--- src/rtl/sweep_pkg.sv ---
// Shared types for the exhaustive vector sweep sequencer.
package sweep_pkg;

  typedef enum logic [1:0] {
    IDLE = 2'd0,
    WAIT = 2'd1,
    EMIT = 2'd2,
    DONE = 2'd3
  } sweep_state_e;

  localparam int SETTLE_W = 8;

endpackage

--- src/rtl/vector_sweep_ctrl.sv ---
// Sweeps dut_in through 0..2^N_IN-1 and streams one {vector, response} record per vector.
// SETTLE+2 cycles per record; a low rec_ready stalls the sweep in EMIT with dut_in held.
module vector_sweep_ctrl
  import sweep_pkg::*;
#(
  parameter int N_IN   = 3,
  parameter int N_OUT  = 1,
  parameter int SETTLE = 0
) (
  input  logic              CK,
  input  logic              reset,
  input  logic              start,
  output logic [N_IN-1:0]   dut_in,
  input  logic [N_OUT-1:0]  dut_out,
  output logic              rec_valid,
  input  logic              rec_ready,
  output logic [N_IN-1:0]   rec_vec,
  output logic [N_OUT-1:0]  rec_resp,
  output logic              busy,
  output logic              done,
  output logic [N_IN:0]     hit_count
);

  localparam int HIT_W = N_IN + 1;
  localparam logic [SETTLE_W-1:0] SETTLE_INIT = SETTLE_W'(SETTLE);

  sweep_state_e           state, state_nxt;
  logic [SETTLE_W-1:0]    scnt, scnt_nxt;
  logic [N_IN-1:0]        dut_in_nxt;
  logic                   rec_valid_nxt;
  logic [N_IN-1:0]        rec_vec_nxt;
  logic [N_OUT-1:0]       rec_resp_nxt;
  logic [N_IN:0]          hit_count_nxt;

  always_ff @(posedge CK) begin
    if (reset) begin
      state     <= IDLE;
      scnt      <= '0;
      dut_in    <= '0;
      rec_valid <= 1'b0;
      rec_vec   <= '0;
      rec_resp  <= '0;
      hit_count <= '0;
    end else begin
      state     <= state_nxt;
      scnt      <= scnt_nxt;
      dut_in    <= dut_in_nxt;
      rec_valid <= rec_valid_nxt;
      rec_vec   <= rec_vec_nxt;
      rec_resp  <= rec_resp_nxt;
      hit_count <= hit_count_nxt;
    end
  end

  always_comb begin
    state_nxt     = state;
    scnt_nxt      = scnt;
    dut_in_nxt    = dut_in;
    rec_valid_nxt = rec_valid;
    rec_vec_nxt   = rec_vec;
    rec_resp_nxt  = rec_resp;
    hit_count_nxt = hit_count;
    busy          = (state != IDLE);
    done          = (state == DONE);

    case (state)
      IDLE: begin
        if (start) begin
          dut_in_nxt    = '0;
          scnt_nxt      = SETTLE_INIT;
          hit_count_nxt = '0;
          state_nxt     = WAIT;
        end
      end
      WAIT: begin
        if (scnt != '0) begin
          scnt_nxt = scnt - SETTLE_W'(1);
        end else begin
          rec_vec_nxt   = dut_in;
          rec_resp_nxt  = dut_out;
          rec_valid_nxt = 1'b1;
          hit_count_nxt = hit_count + HIT_W'(|dut_out);
          state_nxt     = EMIT;
        end
      end
      EMIT: begin
        if (rec_valid && rec_ready) begin
          rec_valid_nxt = 1'b0;
          // The all-ones vector ends the sweep, so dut_in never wraps.
          if (&dut_in) begin
            state_nxt = DONE;
          end else begin
            dut_in_nxt = dut_in + N_IN'(1);
            scnt_nxt   = SETTLE_INIT;
            state_nxt  = WAIT;
          end
        end
      end
      DONE: begin
        state_nxt = IDLE;
      end
      default: begin
        state_nxt = IDLE;
      end
    endcase
  end

endmodule

--- config.mk ---
export PLATFORM = sky130hd
export DESIGN_NAME = vector_sweep_ctrl
export DESIGN_NICKNAME = d
export VERILOG_FILES = /design/src/rtl/sweep_pkg.sv /design/src/rtl/vector_sweep_ctrl.sv
export SDC_FILE = /design/constraint.sdc
export NUM_CORES = 1
export LEC_CHECK = 0
export BUFFER_PORTS_ARGS = -buffer_cell sky130_fd_sc_hd__buf_4
export CAP_MARGIN = 25
export CELL_PAD_IN_SITES_DETAIL_PLACEMENT = 0
export CELL_PAD_IN_SITES_GLOBAL_PLACEMENT = 2
export CORE_MARGIN = 4
export CORE_UTILIZATION = 29
export DETAILED_ROUTE_END_ITERATION = 8
export PLACE_DENSITY_LB_ADDON = 0.25
export SLEW_MARGIN = 40
export SYNTH_ARGS = -nofsm -noshare
export SYNTH_HDL_FRONTEND = slang
export SYNTH_SLANG_ARGS = --single-unit
--- constraint.sdc ---
create_clock -name CK -period 1.85 [get_ports CK]
set_input_delay 0.4625 -clock CK [delete_from_list [all_inputs] [get_ports CK]]
set_output_delay 0.4625 -clock CK [all_outputs]
set_load 0.01 [all_outputs]
==> results of run 1 <==
[critical path: stages (launching register included)]
cell	delay, ps
dfxtp_1	390
ha_1	170
ha_1	140
nand4b_1	100
a21oi_1	100
buf_4	150
or3_4	400
a31oi_1	160
[cell families (layout without fill, tap and decap cells)]
family          Yosys count  after routing  synth area share, %
fa+ha+maj                 6              6                 6.57
flops                    22             22                 38.6
mux                       8              8                 7.12
compound gates           30             30                 17.6
simple gates             50             50                 26.0
buf+inv                  12             40                 4.16
[cell type report]
class / instances / area (um^2)
multi-input combinational: 94 / 654
tap: 48 / 60.1
clock inverter: 1 / 30.0
inverter: 7 / 26.3
sequential: 22 / 440
clock buffer: 3 / 41.3
fill: 403 / 2270
timing repair buffer: 29 / 218
[layout by cell type, fill, tap and decap left out, types with 2 or more instances in the layout]
cell type	Yosys	final
buf_4	0	29
dfxtp_1	22	22
nor2_1	16	16
a21oi_1	11	11
mux2i_1	7	7
inv_1	6	6
ha_1	6	6
nand2_1	5	5
nor4_1	4	4
nand3_1	3	3
o21ai_0	3	3
nand4_1	3	3
clkbuf_8	0	3
nand2b_1	2	2
nor3_1	2	2
a31oi_1	2	2
a32o_1	2	2
and2_1	2	2
and3_1	2	2
a211o_1	2	2
[worst max-delay path by stage]
stage,cells past startpoint,endpoint
2_1_floorplan,6,scnt[6]
3_3_place_gp,5,scnt[4]
3_5_place_dp,5,scnt[4]
4_1_cts,3,done
5_1_grt,7,rec_vec[2]
6_report,7,scnt[3]
[report_power, final]
part	total, mW	leakage [nW]	internal (mW)	switching (mW)
Clock	0.450	0.0357	0.289	0.161
Combinational	1.24	0.461	0.595	0.648
Sequential	0.743	0.179	0.593	0.150
[sequential cells by signal, indices dropped and copies added (netlist names)]
| register | flops |
|---|---|
| dut_in | 3 |
| rec_resp | 1 |
| hit_count | 4 |
| scnt | 8 |
| rec_valid | 1 |
| state | 2 |
| rec_vec | 3 |
[timing repair]
item / in CTS / in global routing
gates resized for setup: 0 / 1
setup endpoints to repair: 0 / 2
endpoints found under the hold margin: 0 / 0
[metal layers]
layer,vias up,part of all wire (%),GRT usage (%)
li1,532,-,-
met1,455,52,15.0
met2,11,45,18.0
met3,2,2.5,2.98
met4,0,0.73,2.51
met5,-,0,0
[per-stage QoR]
step	total power, mW	utilization, %	instance area, um^2	cells
3_3_place_gp	2.01	37.4	1400	200
6_report	2.44	39.3	1470	204
3_5_place_dp	2.01	37.4	1400	200
4_1_cts	2.47	39.3	1470	204
2_1_floorplan	1.52	-	1140	128
5_1_grt	2.64	39.3	1470	204
==> metrics.md, run 1 <==
| Metric | Value |
|---|---|
| Post-DP HPWL | roughly 2000 um |
| Synth Net Count | 139 |
| R2R Setup Slk | approximately 180 ps |
| Worst-margin pin slew | approximately 380 ps |
| Hold WS | between 400 and 500 ps |
| F_max | around 600 MHz |
| Hold Crit Class | input pin to flip-flop |
| FP Rows | 22 |
| Final Setup Violations | 0 |
| EDFF count, synth | 0 |
| First-pass GRT wire length | about 4600 um |
| Post-synthesis sequential area ratio | 38.6% |
| Die area | around 5000 um^2 |
| Top-count cell post-synth | dfxtp_1 |
| TritonCTS clock tree | yes |
| Top FF cell, synth | dfxtp_1 |
| Clk root buf | clkbuf_8 |
| Overall routed net length | between 2000 and 3000 um |
| Crit path time final | between 1500 and 2000 ps |
| Post-synth ARST share | 0% |
| Post-synth cell types | 44 |
| CP arrival | between 1500 and 2000 ps |
| CP max FO | 4 |
| Die Wd | around 71 um |
| HP Start | rec_ready |
| Initial antenna violation count | 0 |
| Post-synthesis cell count | 128 |
| CP startpoint | dut_in[1] |
| Cell Area, Synth | about 1100 um^2 |
| Avg Vias per Cell | about 4.9 |
| Critical path endpoint category | flip-flop |
| RSZ-0062 raised after global routing | false |
| Pre-Repair DR Iteration Count | 4 |
| Worst-path clk slew | 80 ps |
| Max Cap Violations | 0 |
| #FFs+latches synth | 22 |
| Final TNS setup | 0 ps |
| Initial core utilization | 30.5% |
| GP Congestion | 0.743 |
| Final net count | approximately 170 |
| Largest net degree at the start of global routing | 19 |
| Wire per inst | roughly 13 um |
| Startpoint Class | flip-flop |
| Post-synth top area share | between 30% and 40% |
| Cts bufs inserted | 3 |
| Worst setup margin | roughly 180 ps |
| IO Count | 19 |
| Vias in the first global route | approximately 990 |
| GR Overflow Total | 0 |
| Crit share post-route | 90.4% |
| Leak | approximately 0.68 nW |
| Clock sink count | 22 |
| Core footprint | 3740 um^2 |
| CTS max path bufs | 2 |
| FF-to-FF End | scnt[3] |
| Die Y | approximately 70 um |
| Via count | 1000 |
| Final hold viol count | 0 |
| Residual DRC count | 0 |
| GRT Resource Usage Total | 11.2% |
| Antenna Violating Nets Remaining | 0 |
| DRT iter0 DRCs | 32 |
| Place WS | about 160 ps |
| Worst reg2reg path depth | 7 |
| Final slew viol count | 0 |
| Pwr Density | 1660 nW/um^2 |
| Post-Syn Area per Cell | 8.92 um^2 |
| Worst Hold End | rec_valid |
| R2r startpoint | dut_in[1] |
| Outcome | finished, final reports clean |
| P&R area growth vs syn | 28.7% |
| H-tree depth | 1 |
| VDD IR max | 0.690 mV |
| Critical Path RT | around 2000 ps |
| Hold depth | 2 |
| Diode count | 0 |
| Synth Warn # | 0 |
| Post-synth top area cell | dfxtp_1 |
| Worst slew margin | 74.4% |
| Hold-fix buffers, CTS | 0 |
| Synth top cells by count | dfxtp_1, nor2_1, a21oi_1, mux2i_1 |
| Top cells by area, synth | dfxtp_1, ha_1, mux2i_1, nor2_1, a21oi_1 |
| Fin Clk Skew | 4.53 ps |
| CP Class | flip-flop to flip-flop |
| Layout cell share with drive strength beyond 1 | between 20% and 30% |
| Post-CTS setup buffers | 0 |
| Skew-Pair Late Insertion Delay | about 260 ps |
| Port Buf Inserts | 18 |
No activity file was read; power rests on OpenSTA's default activity.
==> inputs of run 2 (changes only) <==
CORE_UTILIZATION = 31   (was 29)
CTS_BUF_LIST = sky130_fd_sc_hd__clkbuf_4   (was not set)
==> metrics.md, run 2 (synthesis gave the netlist of run 1 again) <==
| Metric | Value |
|---|---|
| P&R area growth vs syn | 24.4% (was 28.7%) |
| Worst reg2reg path depth | 7 (unchanged) |
| Residual DRC count | 0 (unchanged) |
| Number of flip-flops in the largest register | 8 (unchanged) |
| Largest regs | scnt x8, hit_count x4 (unchanged) |
| Top delay family on crit path | flip-flops (was simple AND/OR/NAND/NOR gates) |
| Final TNS setup | 0 ps (unchanged) |
| First-pass GRT wire length | 4620 um (was 4560 um) |
| Pwr Density | 1570 nW/um^2 (was 1660 nW/um^2) |
| Wire per inst | 12.9 um (was 12.8 um) |
| Layout Cells excl Fill | 200 (was 204) |
| Initial core utilization | 33.2% (was 30.5%) |
| Die area | 4720 um^2 (was 5010 um^2) |
| VDD IR max | 0.429 mV (was 0.690 mV) |
| GRT Resource Usage Total | 12.8% (was 11.2%) |
| Hold Crit Class | input pin to flip-flop (unchanged) |
| Clk root buf | clkbuf_4 (was clkbuf_8) |
| Largest net degree at the start of global routing | 19 (unchanged) |
| Layout cell share with drive strength beyond 1 | 26.6% (was 27.6%) |
| Crit path time final | 1700 ps (was 1670 ps) |
| Pre-Repair DR Iteration Count | 4 (unchanged) |
| Final hold viol count | 0 (unchanged) |
| Worst slew margin | 71.4% (was 74.4%) |
| Total Power | 2.23 mW (was 2.44 mW) |
| CP Class | flip-flop to output pin (was flip-flop to flip-flop) |
| Critical path endpoint category | output pin (was flip-flop) |
| TritonCTS clock tree | yes (unchanged) |
| Final Setup Violations | 0 (unchanged) |
| Core footprint | 3440 um^2 (was 3740 um^2) |
| # placed instances | 196 (was 200) |
| Port Buf Inserts | 18 (unchanged) |
| Final Core Density | 41.3% (was 39.3%) |
| FP Rows | 21 (was 22) |
| Post-CTS setup buffers | 0 (unchanged) |
| CP arrival | 1240 ps (was 1870 ps) |
| Bufs and invs on worst path | 2 (was 1) |
| Max Cap Violations | 0 (unchanged) |
| Skew-Pair Late Insertion Delay | 310 ps (was 260 ps) |
| WP depth | 3 (was 7) |
| Worst-path clk slew | 120 ps (was 80 ps) |
| Via count | 1002 (was 1000) |
| CP max stage delay | 440 ps (was 400 ps) |
| Die Y | 68.7 um (was 70.8 um) |
| Cts bufs inserted | 3 (unchanged) |
| Biggest register | scnt (unchanged) |
| GR Overflow Total | 0 (unchanged) |
| Critical Path RT | 1390 ps (was 2040 ps) |
| Slowest-stage cell, CP | dfxtp_2 (was or3_4) |
| Initial antenna violation count | 0 (unchanged) |
| Overall routed net length | 2590 um (was 2620 um) |
| Outcome | finished, final reports clean (unchanged) |
| Die Wd | 68.7 um (was 70.8 um) |
| GP Congestion | 0.753 (was 0.743) |
| Vias in the first global route | 973 (was 986) |
| Avg Vias per Cell | 5.01 (was 4.90) |
| Crit share post-route | 92.1% (was 90.4%) |
| Leak | 0.646 nW (was 0.675 nW) |
| RSZ-0062 raised after global routing | false (unchanged) |
| CTS max path bufs | 2 (unchanged) |
| CP cell instances | clkinv_1 > nor2_1 > buf_4 (was ha_1 > ha_1 > nand4b_1 > a21oi_1 > buf_4 > or3_4 > a31oi_1) |
| Post-DP HPWL | 1920 um (was 2020 um) |
| Commonest cells after routing, fill and taps aside | buf_4, dfxtp_1, nor2_1, a21oi_1, mux2i_1 (unchanged) |
| Final slew viol count | 0 (unchanged) |
| CP max FO | 9 (was 4) |
| Worst-margin pin slew | 429 ps (was 384 ps) |
| IO Count | 19 (unchanged) |
| Fin Clk Skew | 7.78 ps (was 4.53 ps) |
| Startpoint Class | flip-flop (unchanged) |
| DRT iter0 DRCs | 27 (was 32) |
| Most common cell after layout, fill and taps aside | buf_4 (unchanged) |
| Hold depth | 2 (unchanged) |
| Antenna Violating Nets Remaining | 0 (unchanged) |
| Hold WS | 360 ps (was 411 ps) |
| F_max | 587 MHz (was 598 MHz) |
| H-tree depth | 1 (unchanged) |
| Diode count | 0 (unchanged) |
| Clock sink count | 22 (unchanged) |
| Final net count | 166 (was 168) |
run 2: cell types whose count changed in the layout (fill, tap and decap cells not counted), sizes merged:
cell    delta
buf        -2
clkinv     +2
bufinv     -1
inv        -1
run 2: cell type report:
class / instances / area [um^2]
clock buffers: 3 / 22.5
clock inverters: 1 / 3.75
fillers: 357 / 2020
inverters: 7 / 26.3
multi-input cells: 94 / 667
flip-flops and latches: 22 / 442
well taps: 46 / 57.6
repair buffers: 27 / 203
run 2: per-stage QoR:
step | setup WS [ps] | instance area (um^2)
6_report | 146 | 1420
5_1_grt | 39.6 | 1420
4_1_cts | 5.22 | 1410
3_5_place_dp | 81.0 | 1380
3_3_place_gp | 63.7 | 1380
2_1_floorplan | 36.9 | 1140
run 2: repair_timing:
action	in CTS	in global routing
setup endpoints to repair	0	7
resized for setup	0	3
hold buffers	0	0
run 2: path summary, 6_finish.rpt:
kind                                   start      endpoint  slack [ps]
worst min-delay path               rec_ready     rec_valid         360
worst max register to register       scnt[0]  hit_count[0]         180
worst min register to register  hit_count[2]  hit_count[2]         510
worst max-delay path                state[1]          done         150
run 2: worst reg2reg max path, stage by stage (launching register included):
cell and delay [ps]:
dfxtp_1 350, inv_1 100, ha_1 170, nor4b_4 260
buf_4 210, nand3_1 90, a21o_1 180, a32o_1 200
run 2: metal layers:
metal	share of wire, %	track usage, %
met1	49	16.9
met2	47	20.5
met3	3.8	2.43
met4	0.89	5.11
met5	0	0
run 2: power by group:
group / switching [mW] / leakage, nW / internal (mW)
Sequential: 0.138 / 0.179 / 0.595
Clock: 0.154 / 0.0154 / 0.0788
Combinational: 0.676 / 0.451 / 0.590
